===== src/rtl/mem_pkg.sv =====
// Shared encodings and types for the MEM pipeline stage and its load aligner.
package mem_pkg;

    localparam logic [1:0] REG_SRC_ALU  = 2'b00;
    localparam logic [1:0] REG_SRC_LOAD = 2'b01;
    localparam logic [1:0] REG_SRC_PC   = 2'b10;
    localparam logic [1:0] REG_SRC_NONE = 2'b11;

    localparam logic [1:0] WIDTH_BYTE = 2'b00;
    localparam logic [1:0] WIDTH_HALF = 2'b01;
    localparam logic [1:0] WIDTH_WORD = 2'b10;

    typedef enum logic [1:0] {
        ST_IDLE = 2'd0,
        ST_REQ  = 2'd1,
        ST_WAIT = 2'd2
    } mem_state_e;

    typedef struct packed {
        logic        valid;
        logic        we;
        logic [4:0]  addr;
        logic [31:0] data;
    } wb_bundle_t;

    // Width 2'b11 behaves as a word access.
    function automatic logic is_misaligned(input logic [1:0] width, input logic [1:0] lo);
        case (width)
            WIDTH_BYTE: return 1'b0;
            WIDTH_HALF: return lo[0];
            default:    return lo != 2'b00;
        endcase
    endfunction

endpackage


===== src/rtl/mem_load_align.sv =====
// Combinational load lane select with sign/zero extension of the returned memory word.
module mem_load_align
    import mem_pkg::*;
(
    input  logic [31:0] word,
    input  logic [1:0]  byte_off,
    input  logic [1:0]  width,
    input  logic        sign_ext,
    output logic [31:0] data
);

    logic [7:0]  lane_b;
    logic [15:0] lane_h;

    always_comb begin
        case (byte_off)
            2'd0:    lane_b = word[7:0];
            2'd1:    lane_b = word[15:8];
            2'd2:    lane_b = word[23:16];
            default: lane_b = word[31:24];
        endcase
        lane_h = byte_off[1] ? word[31:16] : word[15:0];
        case (width)
            WIDTH_BYTE: data = {{24{sign_ext & lane_b[7]}}, lane_b};
            WIDTH_HALF: data = {{16{sign_ext & lane_h[15]}}, lane_h};
            default:    data = word;
        endcase
    end

endmodule


===== src/rtl/mem_stage.sv =====
// MEM stage: load/store over a req/gnt/rvalid data port, producing the registered MEM/WB bundle.
// Optional build macro MEM_MISALIGN_TRAP_EN turns misaligned half/word accesses into trap slots.
module mem_stage
    import mem_pkg::*;
#(
    parameter int XLEN = 32
) (
    input  logic            clk,
    input  logic            rst,
    input  logic            valid_i,
    input  logic [XLEN-1:0] advance_pc_i,
    input  logic [XLEN-1:0] alu_result_i,
    input  logic [XLEN-1:0] reg_2_data_i,
    input  logic [4:0]      reg_write_data_addr_i,
    input  logic [1:0]      mem_width_i,
    input  logic            mem_sign_extend_i,
    input  logic [1:0]      reg_src_i,
    input  logic            mem_write_i,
    output logic            stall_o,
    output logic            dmem_req_o,
    output logic            dmem_we_o,
    output logic [XLEN-1:0] dmem_addr_o,
    output logic [XLEN-1:0] dmem_wdata_o,
    output logic [3:0]      dmem_be_o,
    input  logic            dmem_gnt_i,
    input  logic            dmem_rvalid_i,
    input  logic [XLEN-1:0] dmem_rdata_i,
    output logic            wb_valid_o,
    output logic            wb_we_o,
    output logic [4:0]      wb_addr_o,
    output logic [XLEN-1:0] wb_data_o
`ifdef MEM_MISALIGN_TRAP_EN
    ,
    output logic            misalign_o,
    output logic [XLEN-1:0] misalign_addr_o
`endif
);

    function automatic logic [XLEN-1:0] steer_wdata(input logic [XLEN-1:0] d, input logic [1:0] width);
        case (width)
            WIDTH_BYTE: return {4{d[7:0]}};
            WIDTH_HALF: return {2{d[15:0]}};
            default:    return d;
        endcase
    endfunction

    function automatic logic [3:0] steer_be(input logic [1:0] lo, input logic [1:0] width);
        case (width)
            WIDTH_BYTE: return 4'b0001 << lo;
            WIDTH_HALF: return 4'b0011 << {lo[1], 1'b0};
            default:    return 4'b1111;
        endcase
    endfunction

    mem_state_e      state, state_next;
    wb_bundle_t      wb, wb_next;
    logic            access, misaligned, start;
    logic [XLEN-1:0] addr_q, wdata_q, load_data;
    logic [3:0]      be_q;
    logic            we_q, sign_q;
    logic [1:0]      width_q, src_q;
    logic [4:0]      rd_q;

    assign access = valid_i & (mem_write_i | (reg_src_i == REG_SRC_LOAD));

`ifdef MEM_MISALIGN_TRAP_EN
    logic trap;
    assign misaligned = is_misaligned(mem_width_i, alu_result_i[1:0]);
    assign trap       = (state == ST_IDLE) & access & misaligned;
`else
    assign misaligned = 1'b0;
`endif

    mem_load_align u_align (
        .word     (dmem_rdata_i),
        .byte_off (addr_q[1:0]),
        .width    (width_q),
        .sign_ext (sign_q),
        .data     (load_data)
    );

    // Next state, stall and the write-back bundle that loads at the coming edge.
    always_comb begin
        state_next = state;
        stall_o    = 1'b0;
        start      = 1'b0;
        wb_next    = '0;
        case (state)
            ST_IDLE: begin
                if (access && misaligned) begin
                    wb_next.valid = 1'b1;
                    wb_next.addr  = reg_write_data_addr_i;
                    wb_next.data  = alu_result_i;
                end else if (access) begin
                    start      = 1'b1;
                    stall_o    = 1'b1;
                    state_next = ST_REQ;
                end else begin
                    wb_next.valid = valid_i;
                    wb_next.we    = valid_i & (reg_src_i != REG_SRC_NONE)
                                    & (reg_write_data_addr_i != 5'd0);
                    wb_next.addr  = reg_write_data_addr_i;
                    wb_next.data  = (reg_src_i == REG_SRC_PC) ? advance_pc_i : alu_result_i;
                end
            end
            ST_REQ: begin
                stall_o = 1'b1;
                if (dmem_gnt_i) begin
                    if (we_q) begin
                        stall_o       = 1'b0;
                        wb_next.valid = 1'b1;
                        wb_next.addr  = rd_q;
                        wb_next.data  = addr_q;
                        state_next    = ST_IDLE;
                    end else begin
                        state_next = ST_WAIT;
                    end
                end
            end
            ST_WAIT: begin
                stall_o = ~dmem_rvalid_i;
                if (dmem_rvalid_i) begin
                    wb_next.valid = 1'b1;
                    wb_next.we    = (src_q == REG_SRC_LOAD) & (rd_q != 5'd0);
                    wb_next.addr  = rd_q;
                    wb_next.data  = load_data;
                    state_next    = ST_IDLE;
                end
            end
            default: state_next = ST_IDLE;
        endcase
    end

    // Request latch and MEM/WB boundary registers.
    always_ff @(posedge clk) begin
        if (rst) begin
            state   <= ST_IDLE;
            wb      <= '0;
            addr_q  <= '0;
            wdata_q <= '0;
            be_q    <= '0;
            we_q    <= 1'b0;
            width_q <= '0;
            sign_q  <= 1'b0;
            rd_q    <= '0;
            src_q   <= '0;
        end else begin
            state <= state_next;
            wb    <= wb_next;
            if (start) begin
                addr_q  <= alu_result_i;
                wdata_q <= steer_wdata(reg_2_data_i, mem_width_i);
                be_q    <= steer_be(alu_result_i[1:0], mem_width_i);
                we_q    <= mem_write_i;
                width_q <= mem_width_i;
                sign_q  <= mem_sign_extend_i;
                rd_q    <= reg_write_data_addr_i;
                src_q   <= reg_src_i;
            end
        end
    end

`ifdef MEM_MISALIGN_TRAP_EN
    always_ff @(posedge clk) begin
        if (rst) begin
            misalign_o      <= 1'b0;
            misalign_addr_o <= '0;
        end else begin
            misalign_o <= trap;
            if (trap) misalign_addr_o <= alu_result_i;
        end
    end
`endif

    assign dmem_req_o   = (state == ST_REQ);
    assign dmem_we_o    = we_q;
    assign dmem_addr_o  = {addr_q[XLEN-1:2], 2'b00};
    assign dmem_wdata_o = wdata_q;
    assign dmem_be_o    = be_q;
    assign wb_valid_o   = wb.valid;
    assign wb_we_o      = wb.we;
    assign wb_addr_o    = wb.addr;
    assign wb_data_o    = wb.data;

endmodule

===== config.mk =====
export PLATFORM = sky130hd
export DESIGN_NAME = mem_stage
export DESIGN_NICKNAME = d
export VERILOG_FILES = /design/src/rtl/mem_pkg.sv /design/src/rtl/mem_load_align.sv /design/src/rtl/mem_stage.sv
export SDC_FILE = /design/constraint.sdc
export NUM_CORES = 1
export LEC_CHECK = 0
export ABC_AREA = 1
export CAP_MARGIN = 0
export CORE_MARGIN = 2
export CORE_UTILIZATION = 30
export CTS_BUF_LIST = sky130_fd_sc_hd__clkbuf_8
export CTS_CLUSTER_DIAMETER = 80
export DETAILED_ROUTE_END_ITERATION = 16
export GPL_TIMING_DRIVEN = 0
export PLACE_DENSITY = 0.59
export SETUP_SLACK_MARGIN = 0.5
export SLEW_MARGIN = 20
export SYNTH_ARGS = -nofsm -noshare
export SYNTH_HDL_FRONTEND = slang
export SYNTH_SLANG_ARGS = --single-unit

===== constraint.sdc =====
create_clock -name clk -period 2.6 [get_ports clk]
set_input_delay 0.78 -clock clk [delete_from_list [all_inputs] [get_ports clk]]
set_output_delay 0.78 -clock clk [all_outputs]
set_load 0.005 [all_outputs]

Word level (Yosys, flattened, before mapping) --
Index checks and enable logic that the tools add are counted.
Storage, ports and cells: bits in registers 120, bits of input ports 144, output and inout bits 110, logic and storage cells 68
Cells by class: eq/ne operators 13, shifts and indexed selects 2, multiplexer cells 25, bitwise operators 8, reduce and logical (&&, ||, !) cells 7
Operator list (count):
- case mux 32 bit (2 select lines) | 2
- case mux 37 bit (3 select lines) | 1
- two-way mux 39 bit | 2
- two-way mux 37 bit | 2
- two-way mux 32 bit | 1
- case mux 8 bit (3 select lines) | 1
- two-way mux 16 bit | 1
- equality test 2 x 1 -> 1 bit, second input constant | 6
- nonzero test 5 bit | 2
- logical NOT 2 bit | 4
- two-way mux 2 bit | 4
- case mux 4 bit (2 select lines) | 1
- bitwise AND 1 bit | 6
- equality test 2 bit, second input constant | 3
- two-way mux 1 bit | 6
- != test 2 bit, second input constant | 3
- case mux 1 bit (3 select lines) | 2
- case mux 2 bit (3 select lines) | 1
- left shift 1 x 2 -> 4 bit, first input constant | 1
- left shift 2 x 2 -> 4 bit, first input constant | 1
- AND reduction 3 bit | 1
- != test 2 x 1 -> 1 bit, second input constant | 1
- case mux 1 bit (2 select lines) | 1
- NOT 1 bit | 1
- OR 1 bit | 1

Logic depth before layout (Yosys ltp) --
Gate-level depths: netlist of the first run.
word-level depth 6, gate-level depth with buffers 10, mapped depth without buffers 9

Modules after synthesis --
Synthesis of the first run repeated with hierarchy kept, for this count alone.
Second synthesis, totals: cells, all modules 1109, area, all modules 6871.6 sq um
Modules (own cells, without submodules):
- mem_stage | instances 1, cells each 953, area an instance 6138.4 sq um, seq. area each 2402.3 sq um
- mem_load_align | instances 1, cells each 156, area an instance 733.2 sq um, seq. area each 0.0 sq um

Least setup slack after synthesis of the first run --
OpenSTA, ideal clock, no wires.
path kind input -> output, start input port mem_write_i, end output port stall_o, data arrival time 1496 ps, data required time 1820 ps, setup slack 324 ps, stages on the path 5, path buffers 1, cells stage by stage inv_1 -> o21ai_4 -> nand2_4 -> clkbuf_1 -> o2111ai_1
On the way: longest elaborated chain between the ends 4
RTL lines:
- start, declared | line mem_stage.sv:18 | input logic mem_write_i,
- OR 1 bit | line mem_stage.sv:64 | assign access = valid_i & (mem_write_i | (reg_src_i == REG_SRC_LOAD));
- bitwise AND 1 bit | line mem_stage.sv:64
- two-way mux 1 bit | line mem_stage.sv:94 | end else if (access) begin
- case mux 1 bit (3 select lines) | line mem_stage.sv:88 | case (state)
- end, declared | line mem_stage.sv:19 | output logic stall_o,
Every way passes these cells.

Worst setup path after layout of the first run --
start input port reg_src_i[1], end output port stall_o
On the way: longest elaborated chain between the ends 5
RTL lines:
- start, declared | line mem_stage.sv:17 | input logic [1:0] reg_src_i,
- equality test 2 x 1 -> 1 bit | line mem_stage.sv:64
- OR 1 bit | line mem_stage.sv:64
- bitwise AND 1 bit | line mem_stage.sv:64
- two-way mux 1 bit | line mem_stage.sv:94
- case mux 1 bit (3 select lines) | line mem_stage.sv:88
Every way passes these cells.

==> results.md, run 1 <==
- Remaining DRCs: 0
- Cell family with most CP delay: buffers and inverters
- Clk_skew: 0.0169 ns
- IO Pins: 254
- Die Width: 149 um
- Status: finished clean
- Final nets: 1417
- Ys flop type: dfxtp_1
- Synth top cells by count: nand2_1, dfxtp_1, nor2_1, a21oi_1, nand3_1
- Top cell type's share of synthesized area: between 30% and 40%
- Layout cells sized above 1: between 15 and 20%
- Fillers: around 2200
- Simple-gate share of the synthesized area: 33.1%
- Worst slew margin: 51.5%
- YS warnings: 0
- XOR/XNOR Fraction of Synth Area: 0%
- Max stage delay on crit path: approximately 0.15 ns
- Most numerous cell in the Yosys netlist: nand2_1
- Pwr dens: 497 nW/um2
- TritonCTS clock tree: done
- Grt total ovfl: 0
- Post-Syn Instances: between 900 and 1000
- IO buf count: 250
- RSZ-0062 raised after global routing: true
- Fin. Hold Viols: 0
- P_int: 3.39 mW
- Top cells by area, synth: dfxtp_1, nand2_1, nor2_1, a21oi_1, nand3_1
- Final WL: 26400 um
- Clock Latency Late Sink: 0.44 ns
- Largest net degree at the start of global routing: 17
- Slowest stage cell, crit path: o21ai_4
- CORE AREA: 20800 um2
- Hold slack: 0.464 ns
- Fin crit period: between 2 and 2.5 ns
- Main combinational cell family by area after synthesis: simple AND/OR/NAND/NOR gates
- CTS max path bufs: 2
- Worst Path Buf+Inv: 3
- Final setup viols: 0
- Max-cap violations: 0
- CP Launch Type: primary input
- Starting DRT DRC Count: roughly 370
- Mapped Area: ~6300 um2
- First-pass GRT wire length: between 40000 and 50000 um
- DR vias: 7278
- Area grow syn2layout: 55.6%
- Worst setup EP type: primary output
- Mux cell area share after synthesis: 0%
- Area occupied by registers: 2460 um2
- Sw Share: a little over 30%
- Worst-path fanout max: 7
- Initial antenna violation count: 1
- Leakage power: around 4.9 nW
- FFs w/ async S/R, synth: 0%
- CTS sink count: 120
- Gr usage total: 23.7%
- Final ANT Viol Nets: 0
- Yosys top cell by area: dfxtp_1
- Multi-input gate area: between 3000 and 4000 um2
- #FFs+latches synth: 120
- Syn avg cell area: 6.48 um2
- Layout Utilization: between 40% and 50%
- Clk slew on worst S/H paths: 0.07 ns
- Sequential element share of the synthesized area: a little under two fifths
- GPL Wtd Cong: 0.919
- Clock network power share: 31.3%
- Die area: around 22000 um2
- Post-synthesis compound-gate area fraction: 16.1%
- Flop pwr share: 42.3%
- Die Y: 149 um
- Post-synth EDFFs: 0
- Adder-Cell Fraction of Synth Area: 0%
- Max IR drop VDD: 274 uV
- Cells along the critical path: buf_8 -> o21ai_4 -> nand2_4 -> clkbuf_16 -> o2111ai_2 -> buf_2
- Starting Density: between 30% and 40%
- DRT Pass-1 Iters: 5
- CTS Hold Bufs: 0
- Wire per inst: 16.9 um
- Hpwl dp: 20000 um
- Tightest Pin Transition: 0.723 ns
- Clk Tree Root Cell: clkbuf_8
- Vias in the first global route: 7174
- Fmax: 440 MHz
- CTS Buf Count: 17
- Period utilization: 87.4%
- Switch Pwr: 1.49 mW
- Cell variety after synth: 35
- CTS HTree Levels: 4
- Avg Vias per Cell: 4.66
- Worst path arrival time: 1.49 ns
- WP data required: about 1.8 ns
- Row count: 53
- Setup CP Type: in2out
- Hold Crit Class: reg2reg
- Slew Limit Fails: 0
- Comb pwr share: 26.4%
==> logic make-up after synthesis <==
| family | after synthesis |
|---|---|
| compound gates | 184 |
| flops | 120 |
| buf+inv | 155 |
| simple gates | 513 |
| other cells | 1 |
==> cell usage in the layout, fill, tap and decap left out, types with 10 or more instances in the layout <==
| cell | count |
|---|---|
| a21oi_1 | 82 |
| buf_4 | 67 |
| inv_1 | 54 |
| nor2_1 | 120 |
| clkbuf_8 | 21 |
| nand2_1 | 304 |
| nand3_1 | 68 |
| o21ai_0 | 62 |
| dlymetal6s2s_1 | 21 |
| dlygate4sd2_1 | 53 |
| clkbuf_1 | 22 |
| dfxtp_1 | 73 |
| dfxtp_2 | 47 |
| clkdlybuf4s50_1 | 172 |
| a31oi_1 | 10 |
| a21oi_2 | 10 |
| buf_2 | 19 |
==> final timing paths <==
path	depth (start not counted)	end	slack (ns)	start
max	6	stall_o	0.33	reg_src_i[1]
min	2	dmem_wdata_o[22]	0.46	dmem_wdata_o[22]
max reg2reg	7	wb_data_o[15]	0.71	dmem_we_o
min reg2reg	2	dmem_wdata_o[22]	0.46	dmem_wdata_o[22]
==> area by class of cell <==
cell class / count / share of cell area, %
multi-input cells: 699 / 31.8
diodes: 1 / 0.0255
inverters: 62 / 2.45
repair buffers: 280 / 27.6
flip-flops and latches: 120 / 25.1
well taps: 275 / 3.51
plain buffers: 93 / 6.07
clock inverters: 10 / 0.548
clock buffers: 21 / 2.95
==> sequential cells by signal, indices dropped and copies added, names as in the netlist <==
register	cells
wb_valid_o	1
src_q	2
dmem_we_o	1
wb_data_o	32
rd_q	5
wb_addr_o	5
dmem_wdata_o	32
wb_we_o	1
width_q	2
state	2
addr_q	32
dmem_be_o	4
sign_q	1
==> power groups by stage <==
stage | Clock, mW | Sequential (mW) | Combinational [mW]
floorplan | 0 | 2.09 | 0.587
global placement | 0 | 2.10 | 1.27
detailed placement | 0 | 2.10 | 1.28
CTS | 1.57 | 2.06 | 1.30
global route | 1.65 | 2.08 | 1.42
finish | 1.52 | 2.06 | 1.29
==> metal layers <==
layer / track usage [%] / routed length (um) / up-vias
met5: 0 / 0 / -
met2: 40.6 / 12500 / 268
met3: 7.71 / 2450 / 32
met4: 6.57 / 512 / 0
li1: - / - / 3671
met1: 28.7 / 10900 / 3307
==> worst reg2reg max path: cells and delay by family (launching register included) <==
| family | cells | cell delay [ns] |
|---|---|---|
| AO/OA/AOI/OAI | 1 | 0.13 |
| flip-flops | 1 | 0.40 |
| buffers and inverters | 3 | 0.49 |
| AND/OR/NAND/NOR | 3 | 0.78 |
==> per-stage QoR <==
| step | cells | setup TNS (ns) | setup WS, ns | total power, mW | cell area (um2) |
|---|---|---|---|---|---|
| 3_3_place_gp | 1499 | -4.95 | -0.769 | 3.37 | 9170 |
| 6_report | 1561 | 0 | 0.328 | 4.87 | 9810 |
| 5_1_grt | 1561 | 0 | 0.289 | 5.16 | 9810 |
| 2_1_floorplan | 974 | 0 | 0.440 | 2.68 | 6330 |
| 4_1_cts | 1558 | 0 | 0.302 | 4.93 | 9720 |
| 3_5_place_dp | 1499 | -5.00 | -0.756 | 3.38 | 9170 |
==> timing repair <==
item,CTS,global route
resized for setup,122,35
pin swaps,4,3
buffers inserted,28,2
endpoints found under the setup margin,115,62
hold endpoints to repair,0,0
Power figures use the tool's default switching activity.
==> run 2: changes to the inputs <==
--- a/config.mk
+++ b/config.mk
@@ -14,7 +14,6 @@
 export DETAILED_ROUTE_END_ITERATION = 16
 export GPL_TIMING_DRIVEN = 0
 export PLACE_DENSITY = 0.59
-export SETUP_SLACK_MARGIN = 0.5
 export SLEW_MARGIN = 20
 export SYNTH_ARGS = -nofsm -noshare
 export SYNTH_HDL_FRONTEND = slang
==> results.md, run 2 (same netlist as run 1, synthesis figures left out) <==
- Hpwl dp: 20100 um (was 20000 um)
- CTS Buf Count: 17 (unchanged)
- Period utilization: 95.8% (was 87.4%)
- IO buf count: 250 (unchanged)
- Setup TNS: 0 ns (unchanged)
- Area grow syn2layout: 52.7% (was 55.6%)
- Fin area: 9630 um2 (was 9810 um2)
- GPL Wtd Cong: 0.895 (was 0.919)
- Die Y: 149 um (unchanged)
- Hold Crit Class: reg2reg (unchanged)
- Fin crit period: 2.49 ns (was 2.27 ns)
- Initial antenna violation count: 2 (was 1)
- CP Launch Type: primary input (unchanged)
- Worst setup EP type: primary output (unchanged)
- CTS HTree Levels: 4 (unchanged)
- RSZ-0062 raised after global routing: false (was true)
- Clk_skew: 0.0107 ns (was 0.0169 ns)
- DR vias: 7282 (was 7278)
- Starting DRT DRC Count: 435 (was 373)
- Max IR drop VDD: 290 uV (was 274 uV)
- Fmax: 401 MHz (was 440 MHz)
- Grt total ovfl: 0 (unchanged)
- First-pass GRT wire length: 38800 um (was 40000 um)
- CTS sink count: 120 (unchanged)
- TritonCTS clock tree: done (unchanged)
- Die area: 22200 um2 (unchanged)
- Setup CP Type: in2out (unchanged)
- Status: finished clean (unchanged)
- Largest net degree at the start of global routing: 18 (was 17)
- Worst-path fanout max: 2 (was 7)
- Met2 usage: 39.1% (was 40.6%)
- Final nets: 1389 (was 1417)
- Remaining DRCs: 0 (unchanged)
- Avg Vias per Cell: 4.75 (was 4.66)
- Met1 Track Usage GR: 28.5% (was 28.7%)
- DRT Pass-1 Iters: 5 (unchanged)
- Slew Limit Fails: 0 (unchanged)
- Tightest Pin Transition: 0.762 ns (was 0.723 ns)
- Worst path arrival time: 1.71 ns (was 1.49 ns)
- Max-cap violations: 0 (unchanged)
- Row count: 53 (unchanged)
- CTS max path bufs: 2 (unchanged)
- Hold slack: 0.461 ns (was 0.464 ns)
- Die Width: 149 um (unchanged)
- Commonest cells after routing, fill and taps aside: nand2_1, clkdlybuf4s50_1, nor2_1, dfxtp_1, a21oi_1 (was nand2_1, clkdlybuf4s50_1, nor2_1)
- Leakage power: 4.19 nW (was 4.88 nW)
- Clk Tree Root Cell: clkbuf_8 (unchanged)
- Final ANT Viol Nets: 0 (unchanged)
- Starting Density: 30.3% (unchanged)
- Layout cells sized above 1: 10.2% (was 16.8%)
- Clk slew on worst S/H paths: 0.07 ns (about the same)
- Wire per inst: 16.9 um (about the same)
- Gr usage total: 23.0% (was 23.7%)
- Clock Latency Late Sink: 0.45 ns (was 0.44 ns)
- Pwr dens: 546 nW/um2 (was 497 nW/um2)
- Grt met3 use: 6.61% (was 7.71%)
- Vias in the first global route: 7005 (was 7174)
- CORE AREA: 20800 um2 (unchanged)
- Final WL: 25900 um (was 26400 um)
- Worst slew margin: 49.2% (was 51.5%)
- Fin. Hold Viols: 0 (unchanged)
- Gr busiest metal: met2 (unchanged)
- Final setup viols: 0 (unchanged)
- IO Pins: 254 (unchanged)
- Placed cell areas: 9150 um2 (was 9170 um2)
- WP data required: 1.82 ns (about the same)
- Commonest non-fill, non-tap cell in the layout: nand2_1 (unchanged)
[run 2: cell count changes in the layout (fill, tap and decap cells not counted), moves of 5 or more]
cell,previous run,this run
dlygate4sd2_1,53,3
buf_4,67,39
dfxtp_1,73,120
clkdlybuf4s50_1,172,246
dfxtp_2,47,0
dlymetal6s2s_1,21,0
clkinv_2,7,2
[run 2: layout make-up]
cell class | count | area, um2
clock inverter | 12 | 174
antenna | 1 | 2.50
sequential | 120 | 2400
buffer | 92 | 562
tap | 275 | 344
fill | 2170 | 11200
timing repair buffer | 253 | 2520
clock buffer | 20 | 275
multi-input combinational | 699 | 3120
inverter | 62 | 235
[run 2: per-layer routing]
metal / routed length (um) / part of all wire [%]
met5: 12 / 0.046
met3: 2210 / 8.5
met2: 12300 / 48
met4: 424 / 1.6
met1: 11000 / 42
[run 2: through the flow]
| step | total power, mW | cells | worst slack, ns | util [%] |
|---|---|---|---|---|
| final | 5.26 | 1534 | 0.108 | 46.2 |
| after global routing | 5.51 | 1534 | 0.0795 | 46.2 |
| after CTS | 5.31 | 1533 | 0.0138 | 46.3 |
| after detailed placement | 3.37 | 1499 | -1.11 | 44.0 |
| after global placement | 3.37 | 1499 | -1.08 | 44.0 |
| after floorplan | 2.67 | 974 | 0.324 | - |
[run 2: timing repair]
action	in CTS	in global routing
hold buffers	0	0
pin swaps	3	0
endpoints found under the setup margin	1	1
resized for setup	9	1
setup buffers	3	0
cloned	0	0
[run 2: worst paths after layout]
kind	startpoint	endpoint	slack (ns)	cells after the start
worst max-delay path	dmem_gnt_i	stall_o	0.11	5
worst min-delay path	rd_q[0]	wb_addr_o[0]	0.46	2
worst max register to register	dmem_we_o	wb_data_o[22]	0.65	7
worst min register to register	rd_q[0]	wb_addr_o[0]	0.46	2
[run 2: power by group]
| group | switching [mW] | leakage, nW | internal (mW) |
|---|---|---|---|
| logic | 0.611 | 2.98 | 0.662 |
| clock network | 0.808 | 0.222 | 1.12 |
| registers | 0.0828 | 0.987 | 1.98 |
| total | 1.50 | 4.19 | 3.76 |
[run 2: critical path: stages]
cell and delay, ns:
clkdlybuf4s50_1 0.49, inv_1 0.07, nand2_1 0.09, o2111ai_1 0.13
buf_2 0.16
